File: config.mk
export PLATFORM = sky130hd
export DESIGN_NAME = lcl_mmio_arbiter
export DESIGN_NICKNAME = d
export VERILOG_FILES = /design/src/rtl/lcl_mmio_arb_pkg.sv /design/src/rtl/lcl_mmio_rr_sel.sv /design/src/rtl/lcl_mmio_arbiter.sv
export SDC_FILE = /design/constraint.sdc
export NUM_CORES = 1
export LEC_CHECK = 0
export ABC_CLOCK_PERIOD_IN_PS = 9540
export BUFFER_PORTS_ARGS = -buffer_cell sky130_fd_sc_hd__buf_2
export CORE_AREA = 4 4 124 126
export CTS_CLUSTER_SIZE = 40
export DETAILED_ROUTE_END_ITERATION = 8
export DIE_AREA = 0 0 128 130
export GPL_ROUTABILITY_DRIVEN = 0
export GPL_TIMING_DRIVEN = 0
export PLACE_DENSITY = 0.86
export SETUP_SLACK_MARGIN = 0.1
export SLEW_MARGIN = 15
export SYNTH_ARGS = -nofsm -noshare
export SYNTH_HDL_FRONTEND = slang
export SYNTH_SLANG_ARGS = --single-unit
export TNS_END_PERCENT = 5
File: constraint.sdc
create_clock -name clk -period 9.54 [get_ports clk]
set_input_delay 0.954 -clock clk [delete_from_list [all_inputs] [get_ports clk]]
set_output_delay 0.954 -clock clk [all_outputs]
set_load 0.01 [all_outputs]
File: src/rtl/lcl_mmio_arb_pkg.sv
// Shared definitions for the two-requester local MMIO arbiter: FSM state
// encoding, counter width, requester select values and a saturating helper.
package lcl_mmio_arb_pkg;

    // Width of both the per-transaction wait counter and the timeout tally
    localparam int TCNT_W = 16;

    // Requester select values; last_grant and grant use the same encoding
    localparam logic SEL_A = 1'b0;
    localparam logic SEL_B = 1'b1;

    typedef enum logic [2:0] {
        ST_IDLE  = 3'd0,
        ST_ISSUE = 3'd1,
        ST_WAIT  = 3'd2,
        ST_DONE  = 3'd3,
        ST_STALE = 3'd4
    } arb_state_t;

    // Increment that sticks at all-ones instead of wrapping
    function automatic logic [TCNT_W-1:0] sat_inc(input logic [TCNT_W-1:0] v);
        return (v == {TCNT_W{1'b1}}) ? v : v + 1'b1;
    endfunction

endpackage

File: src/rtl/lcl_mmio_rr_sel.sv
// Two-way round-robin selector. A lone requester always wins; on a tie the
// requester that was not granted last time wins.
module lcl_mmio_rr_sel
    import lcl_mmio_arb_pkg::*;
(
    input  logic req_a,
    input  logic req_b,
    input  logic last_grant,
    output logic gnt_valid,
    output logic gnt_sel
);

    // Pick a winner from the current request levels and the previous grant
    always_comb begin
        gnt_valid = req_a | req_b;
        gnt_sel   = SEL_A;
        if (req_a && req_b) begin
            gnt_sel = ~last_grant;
        end else if (req_b) begin
            gnt_sel = SEL_B;
        end
    end

endmodule

File: src/rtl/lcl_mmio_arbiter.sv
// Arbitrates two level-signalled MMIO requesters onto one downstream
// local MMIO port. One transaction is in flight at a time; a response that
// never arrives is closed out as a bad completion after TIMEOUT_CYCLES, and
// the arbiter then waits in STALE so a late response cannot be mistaken for
// the answer to the next transaction.
module lcl_mmio_arbiter
    import lcl_mmio_arb_pkg::*;
#(
    parameter int unsigned TIMEOUT_CYCLES = 1024
) (
    input  logic        clk,
    input  logic        rst,

    input  logic        a_wr,
    input  logic        a_rd,
    input  logic [31:0] a_addr,
    input  logic [31:0] a_din,
    output logic        a_ack,
    output logic        a_dv,
    output logic        a_rsp,
    output logic [31:0] a_dout,

    input  logic        b_wr,
    input  logic        b_rd,
    input  logic [31:0] b_addr,
    input  logic [31:0] b_din,
    output logic        b_ack,
    output logic        b_dv,
    output logic        b_rsp,
    output logic [31:0] b_dout,

    output logic        lcl_mmio_wr,
    output logic        lcl_mmio_rd,
    output logic [31:0] lcl_mmio_addr,
    output logic [31:0] lcl_mmio_din,
    input  logic        lcl_mmio_ack,
    input  logic        lcl_mmio_rsp,
    input  logic [31:0] lcl_mmio_dout,
    input  logic        lcl_mmio_dv,

    output logic        busy,
    output logic [15:0] timeout_cnt
);

    // Counter value seen during the last permitted WAIT (or STALE) cycle
    localparam logic [TCNT_W-1:0] WAIT_LAST = TCNT_W'(TIMEOUT_CYCLES - 1);

    arb_state_t        state_reg, state_next;
    logic              last_grant_reg;
    logic              gnt_reg;
    logic              op_wr_reg;
    logic [31:0]       addr_reg;
    logic [31:0]       din_reg;
    logic [TCNT_W-1:0] wait_cnt_reg;
    logic              rsp_reg;
    logic [31:0]       dout_reg;
    logic              timed_out_reg;
    logic [TCNT_W-1:0] timeout_cnt_reg;

    logic gnt_valid;
    logic gnt_sel;
    logic resp_hit;
    logic wait_expired;

    lcl_mmio_rr_sel u_rr_sel (
        .req_a      (a_wr | a_rd),
        .req_b      (b_wr | b_rd),
        .last_grant (last_grant_reg),
        .gnt_valid  (gnt_valid),
        .gnt_sel    (gnt_sel)
    );

    // Only the response type matching the issued operation counts
    assign resp_hit     = op_wr_reg ? lcl_mmio_ack : lcl_mmio_dv;
    assign wait_expired = (wait_cnt_reg == WAIT_LAST);

    // State register
    always_ff @(posedge clk or posedge rst) begin
        if (rst) begin
            state_reg <= ST_IDLE;
        end else begin
            state_reg <= state_next;
        end
    end

    // Grant latching, wait counting and response capture
    always_ff @(posedge clk or posedge rst) begin
        if (rst) begin
            last_grant_reg  <= SEL_B;
            gnt_reg         <= SEL_A;
            op_wr_reg       <= 1'b0;
            addr_reg        <= '0;
            din_reg         <= '0;
            wait_cnt_reg    <= '0;
            rsp_reg         <= 1'b0;
            dout_reg        <= '0;
            timed_out_reg   <= 1'b0;
            timeout_cnt_reg <= '0;
        end else begin
            case (state_reg)
                ST_IDLE: begin
                    if (gnt_valid) begin
                        // A write request takes precedence over a read
                        gnt_reg   <= gnt_sel;
                        op_wr_reg <= (gnt_sel == SEL_B) ? b_wr : a_wr;
                        addr_reg  <= (gnt_sel == SEL_B) ? b_addr : a_addr;
                        din_reg   <= (gnt_sel == SEL_B) ? b_din : a_din;
                    end
                end
                ST_ISSUE: begin
                    wait_cnt_reg  <= '0;
                    timed_out_reg <= 1'b0;
                end
                ST_WAIT: begin
                    // A response in the final cycle beats the timeout
                    if (resp_hit) begin
                        rsp_reg <= lcl_mmio_rsp;
                        if (!op_wr_reg) begin
                            dout_reg <= lcl_mmio_dout;
                        end
                    end else if (wait_expired) begin
                        rsp_reg         <= 1'b1;
                        dout_reg        <= '0;
                        timed_out_reg   <= 1'b1;
                        timeout_cnt_reg <= sat_inc(timeout_cnt_reg);
                    end else begin
                        wait_cnt_reg <= wait_cnt_reg + 1'b1;
                    end
                end
                ST_DONE: begin
                    last_grant_reg <= gnt_reg;
                    wait_cnt_reg   <= '0;
                end
                ST_STALE: begin
                    wait_cnt_reg <= wait_cnt_reg + 1'b1;
                end
                default: begin
                    wait_cnt_reg <= '0;
                end
            endcase
        end
    end

    // Next-state decision
    always_comb begin
        state_next = state_reg;
        case (state_reg)
            ST_IDLE:  if (gnt_valid) state_next = ST_ISSUE;
            ST_ISSUE: state_next = ST_WAIT;
            ST_WAIT:  if (resp_hit || wait_expired) state_next = ST_DONE;
            ST_DONE:  state_next = timed_out_reg ? ST_STALE : ST_IDLE;
            ST_STALE: if (lcl_mmio_ack || lcl_mmio_dv || wait_expired) state_next = ST_IDLE;
            default:  state_next = ST_IDLE;
        endcase
    end

    // Outputs decoded from state and latched transaction
    always_comb begin
        lcl_mmio_wr   = (state_reg == ST_ISSUE) &&  op_wr_reg;
        lcl_mmio_rd   = (state_reg == ST_ISSUE) && !op_wr_reg;
        lcl_mmio_addr = addr_reg;
        lcl_mmio_din  = din_reg;

        a_ack  = (state_reg == ST_DONE) && (gnt_reg == SEL_A) &&  op_wr_reg;
        a_dv   = (state_reg == ST_DONE) && (gnt_reg == SEL_A) && !op_wr_reg;
        b_ack  = (state_reg == ST_DONE) && (gnt_reg == SEL_B) &&  op_wr_reg;
        b_dv   = (state_reg == ST_DONE) && (gnt_reg == SEL_B) && !op_wr_reg;

        a_rsp  = (a_ack || a_dv) ? rsp_reg : 1'b0;
        b_rsp  = (b_ack || b_dv) ? rsp_reg : 1'b0;
        a_dout = a_dv ? dout_reg : 32'h0;
        b_dout = b_dv ? dout_reg : 32'h0;

        busy        = (state_reg != ST_IDLE);
        timeout_cnt = timeout_cnt_reg;
    end

endmodule

# Yosys cells after proc, flatten, opt, wreduce, memory -nomap -nowiden
# Index checks and enable logic that the tools add are counted.
[totals] register_bits=136 latchBits=0 ram_bits=0 rom_bits=0 output_inout_bits=153 elab_cells=85 n_memories=0
[op_classes] n_addsub=2 mul=0 div=0 magnitude_cmp=0 eq_ne=13 shifts=0 n_mux=25 n_bitwise=8 reduce_logical=26
[ops] op="$mux 32" count=7
[ops] op="$pmux 16 s3" count=1
[ops] op="$add 16x1->16 const B" count=2
[ops] op="$mux 16" count=2
[ops] op="$eq 16x10->1 const B" count=1
[ops] op="$eq 16x16->1 const B" count=1
[ops] op="$pmux 3 s5" count=1
[ops] op="$ne 2x2->1 const B" count=7
[ops] op="$mux 3" count=4
[ops] op="$reduce_and 3->1" count=4
[ops] op="$logic_and 1x1->1" count=9
[ops] op="$mux 1" count=9
[ops] op="$eq 3x2->1 const B" count=2
[ops] op="$logic_or 1x1->1" count=5
[ops] op="$not 1->1" count=5
[ops] op="$reduce_and 2->1" count=2
[ops] op="$reduce_and 4->1" count=1
[ops] op="$reduce_bool 2->1" count=2
[ops] op="$eq 3x1->1 const B" count=1
[ops] op="$eq 3x3->1 const B" count=1
[ops] op="$logic_not 3->1" count=1
[ops] op="$or 1x1->1" count=3
[ops] op="$reduce_bool 3->1" count=1
[ops] op="$pmux 1 s2" count=1
[ops] op="$logic_not 1->1" count=1

# Longest topological paths before layout
[logic_depth] word_depth=5 ltp_mapped=9

# Cells and area by module
# From an unflattened synthesis, not the netlist that was laid out.
[hier_totals] cells_unflattened=647 area_unflattened_um2=6667.6
[modules_own_cells] module="lcl_mmio_arbiter" n_inst=1 cells_per_inst=645 area_per_inst_um2=6653.9 seq_area_each_um2=3404.5
[modules_own_cells] module="lcl_mmio_rr_sel" n_inst=1 cells_per_inst=2 area_per_inst_um2=13.8 seq_area_each_um2=0.0

# Least setup slack after synthesis
# Ideal clock, no wire load.
[synth_path] kind="register to output" start="register state_reg[1]" end="output port b_dout[22]" arrival_time_ns=1.598 required_time_ns=8.586 slack_ns=6.988 path_stages_with_launch=8 path_buffers=2 cell_sequence="dfrtp_1 clkbuf_1 nand2_1 nor2_1 nand2_1 nor2_1 clkbuf_1 and2_1"
[synth_between] elab_chain_cells=4
[synth_lines] item="from (decl)" line="lcl_mmio_arbiter.sv:48" rtl="arb_state_t state_reg, state_next;"
[synth_lines] item="from (signal assigned)" line="lcl_mmio_arbiter.sv:82" rtl="state_reg <= state_next;"
[synth_lines] item="$eq 3x2->1" line="lcl_mmio_arbiter.sv:167" rtl="b_dv = (state_reg == ST_DONE) && (gnt_reg == SEL_B) && !op_wr_reg;"
[synth_lines] item="$logic_and 1x1->1 (2 in a row)" line="lcl_mmio_arbiter.sv:167"
[synth_lines] item="via b_dv" line="lcl_mmio_arbiter.sv:28" rtl="output logic b_dv,"
[synth_lines] item="$mux 32" line="lcl_mmio_arbiter.sv:172" rtl="b_dout = b_dv ? dout_reg : 32'h0;"
[synth_lines] item="to (decl)" line="lcl_mmio_arbiter.sv:30" rtl="output logic [31:0] b_dout,"
# The timed path passes the listed nets, and every way through them passes these cells.

# Worst setup path in the final report
[layout_path] start="register state_reg[1]" end="output port b_dout[2]"
[layout_between] elab_chain_cells=4
[layout_lines] item="$eq 3x2->1" line="lcl_mmio_arbiter.sv:167"
[layout_lines] item="$logic_and 1x1->1 (2 in a row)" line="lcl_mmio_arbiter.sv:167"
[layout_lines] item="$mux 32" line="lcl_mmio_arbiter.sv:172"
# Every way passes these cells.

==> metrics.md <==
| Metric | Value |
|---|---|
| Core Rows | 44 |
| Post-synthesis async set-or-reset flop share | 1.00 |
| Layout cells sized above 1 | 0.370 |
| Nets | 1170 |
| Area of the mapped netlist | 6660 sq um |
| EDFF count, synth | 0 |
| Placed Area | 8530 sq um |
| Initial antenna violation count | 0 |
| Diodes inserted | 0 |
| DR vias/cell | 5.26 |
| Final Skew | 0.00943 ns |
| Yosys warns | 0 |
| H-tree levels | 4 |
| RSZ-0062 raised after global routing | no |
| Max frequency | 272 MHz |
| Final Instance Area | 9190 sq um |
| Cell variety after synth | 42 |
| Crit path to | b_dout[2] |
| Syn_nets | 829 |
| Post-CTS Setup Inserts | 0 |
| Initial Util | 0.465 |
| Post-synth top area share | 0.507 |
| Die Area | 16600 sq um |
| ANT nets after route | 0 |
| Crit path required time | 8.59 ns |
| Final-report hold violation count | 0 |
| CP max FO | 10 |
| Max-Cap Viols | 0 |
| Post-Route WL | 21200 um |
| Clk slew on worst S/H paths | 0.06 ns |
| Filler Cells Inserted | 1201 |
| Final period util | 0.385 |
| Die extent in x | 128 um |
| Power Dens Cells | 286 nW/um^2 |
| Most area-hungry cell type in the Yosys netlist | dfrtp_1 |
| Clock root cell | clkbuf_16 |
| Critical R2R Launch | wait_cnt_reg[13]$_DFFE_PP0P_ |
| WP data arrival | 2.72 ns |
| DRC Markers | 0 |
| Die Ht | 130 um |
| Sequential share of the synthesized area | 0.511 |
| Clock Latency Late Sink | 0.42 ns |
| Core area | 14300 sq um |
| Setup violations, final | 0 |
| Met2 usage | 0.416 |
| Fin Setup TNS | 0 ns |
| Post-synthesis instance total | 658 |
| Post-CTS Hold Fix Bufs | 0 |
| Ranking of synthesized cells by area | dfrtp_1 51%, mux2i_1 9.8%, and2_1 6.3% |
| Wire per inst | 17.8 um |
| Detail Placement HPWL | 16500 um |
| Least-Margin Pin Slew | 0.826 ns |
| First-pass GRT wire length | 32500 um |
| Max-Slew Margin vs Limit | 0.449 |
| Hold/Removal Path Class | flop to flop |
| Top Ports | 322 |
| Vias | 6293 |
| #FFs+latches synth | 136 |
| Layer with the highest usage | met2 |
| Initial DRC Count | 493 |
| Met1 GRT Util | 0.317 |
| Most frequent cells in the layout | 321 x buf_2, 135 x dfrtp_1, 83 x nor2_1 |
| Worst r2r dst | wait_cnt_reg[2]$_DFFE_PP0P_ |
| Gr usage total | 0.250 |
| Final critical-path required period | 3.68 ns |
| Worst setup path startpoint | state_reg[1]$_DFFE_PP0P_ |
| Critical Path End Type | output pin |
| Max Slew Vio Count | 0 |
| Largest net degree at the start of global routing | 81 |
| Num CTS Buffers | 17 |
| Syn_area_per_cell | 10.1 sq um |
| Bufs on Longest Clock Path | 2 |
| Startpoint type of the worst setup path | flop |
| R2R depth | 7 |
| # resized after CTS | 0 |
| CTS tree | yes |
| Worst Path Class, Setup | flop to output pin |
| Peak VDD IR | 0.123 mV |
| Drt pass-1 iters | 5 |
| Port Buf Inserts | 321 |
| Clock sinks | 136 |
| Vias in the first global route | 6234 |
| R2R Setup Slk | 6.74 ns |
| Most common cell after layout, fill and taps aside | buf_2 |
| P_leak | 4.75 nW |
| Status | completed |
| Grt ovf | 0 |
| Layout area overhead | 38.0% |
| GR Util met3 | 0.0581 |
| Main flop type after synthesis | dfrtp_1 |
==> Yosys cell counts (all sizes together) (4+ instances only) <==
library cell    n
nand2          25
a21oi          69
nand3          12
and2           67
xor2           15
o21ai          21
mux2i          65
dfrtp         135
nand2b          9
o31ai           8
nor2           83
clkbuf         36
a31oi           4
nand4           7
and3            7
buf            10
nor4            7
inv             5
nor3           10
a22o           32
or4             4
==> layout make-up <==
| class | count | area [sq um] | area share |
|---|---|---|---|
| buffer | 46 | 188 | 0.0204 |
| clock buffer | 20 | 457 | 0.0497 |
| clock inverter | 12 | 198 | 0.0215 |
| inverter | 5 | 23.8 | 0.00259 |
| multi-input combinational | 471 | 3060 | 0.332 |
| sequential | 136 | 3400 | 0.370 |
| tap | 184 | 230 | 0.0251 |
| timing repair buffer | 322 | 1630 | 0.178 |
==> worst max-delay path: stages, from the launching register on <==
cell and delay, ns:
dfrtp_1 0.32, clkbuf_1 0.29, nand2_1 0.16, nor2_1 0.26, nand2_1 0.11, nor2_1 0.49, clkbuf_1 0.36, and2_1 0.19
buf_2 0.14
==> logic make-up after synthesis <==
group,after synthesis,share of synthesized area
XOR/XNOR,15,0.0197
multiplexers,68,0.103
AO/OA/AOI/OAI,141,0.132
adder cells (fa/ha/maj),2,0.00376
flip-flops,136,0.511
AND/OR/NAND/NOR,245,0.200
buffers and inverters,51,0.0310
==> worst min-delay path by stage <==
stage / cells past startpoint / end / start / slack (ns)
2_1_floorplan: 2 / state_reg[2]$_DFFE_PP0P_ / timed_out_reg$_DFFE_PP0P_ / 0.45
3_3_place_gp: 1 / timeout_cnt[5]$_DFFE_PP0P_ / timeout_cnt[5]$_DFFE_PP0P_ / 0.47
3_5_place_dp: 1 / timeout_cnt[9]$_DFFE_PP0P_ / timeout_cnt[9]$_DFFE_PP0P_ / 0.47
4_1_cts: 1 / timeout_cnt[9]$_DFFE_PP0P_ / timeout_cnt[9]$_DFFE_PP0P_ / 0.48
5_1_grt: 1 / timeout_cnt[9]$_DFFE_PP0P_ / timeout_cnt[9]$_DFFE_PP0P_ / 0.52
6_report: 1 / timeout_cnt[9]$_DFFE_PP0P_ / timeout_cnt[9]$_DFFE_PP0P_ / 0.48
==> power breakdown <==
part	switching, W	internal, W	total [W]
combinational	0.000597	0.000389	0.000986
clock	0.000245	0.000477	0.000721
sequential	0.000135	0.000788	0.000923
==> through the flow <==
step	util	hold slack, ns	total power (W)	worst slack [ns]	cells
after floorplan	-	0.450	0.00150	4.95	658
final	0.642	0.483	0.00263	5.86	1196
after global placement	0.594	0.467	0.00187	3.51	1163
after global routing	0.642	0.525	0.00279	5.56	1196
after CTS	0.642	0.484	0.00264	5.67	1196
after detailed placement	0.596	0.473	0.00191	6.13	1164
==> routing by layer <==
| metal | share of wire | vias to the layer above |
|---|---|---|
| met2 | 0.50 | 291 |
| met5 | 0 | - |
| met3 | 0.076 | 35 |
| met1 | 0.41 | 2979 |
| met4 | 0.022 | 0 |
| li1 | - | 2988 |
(Power assumes the default switching activity.)
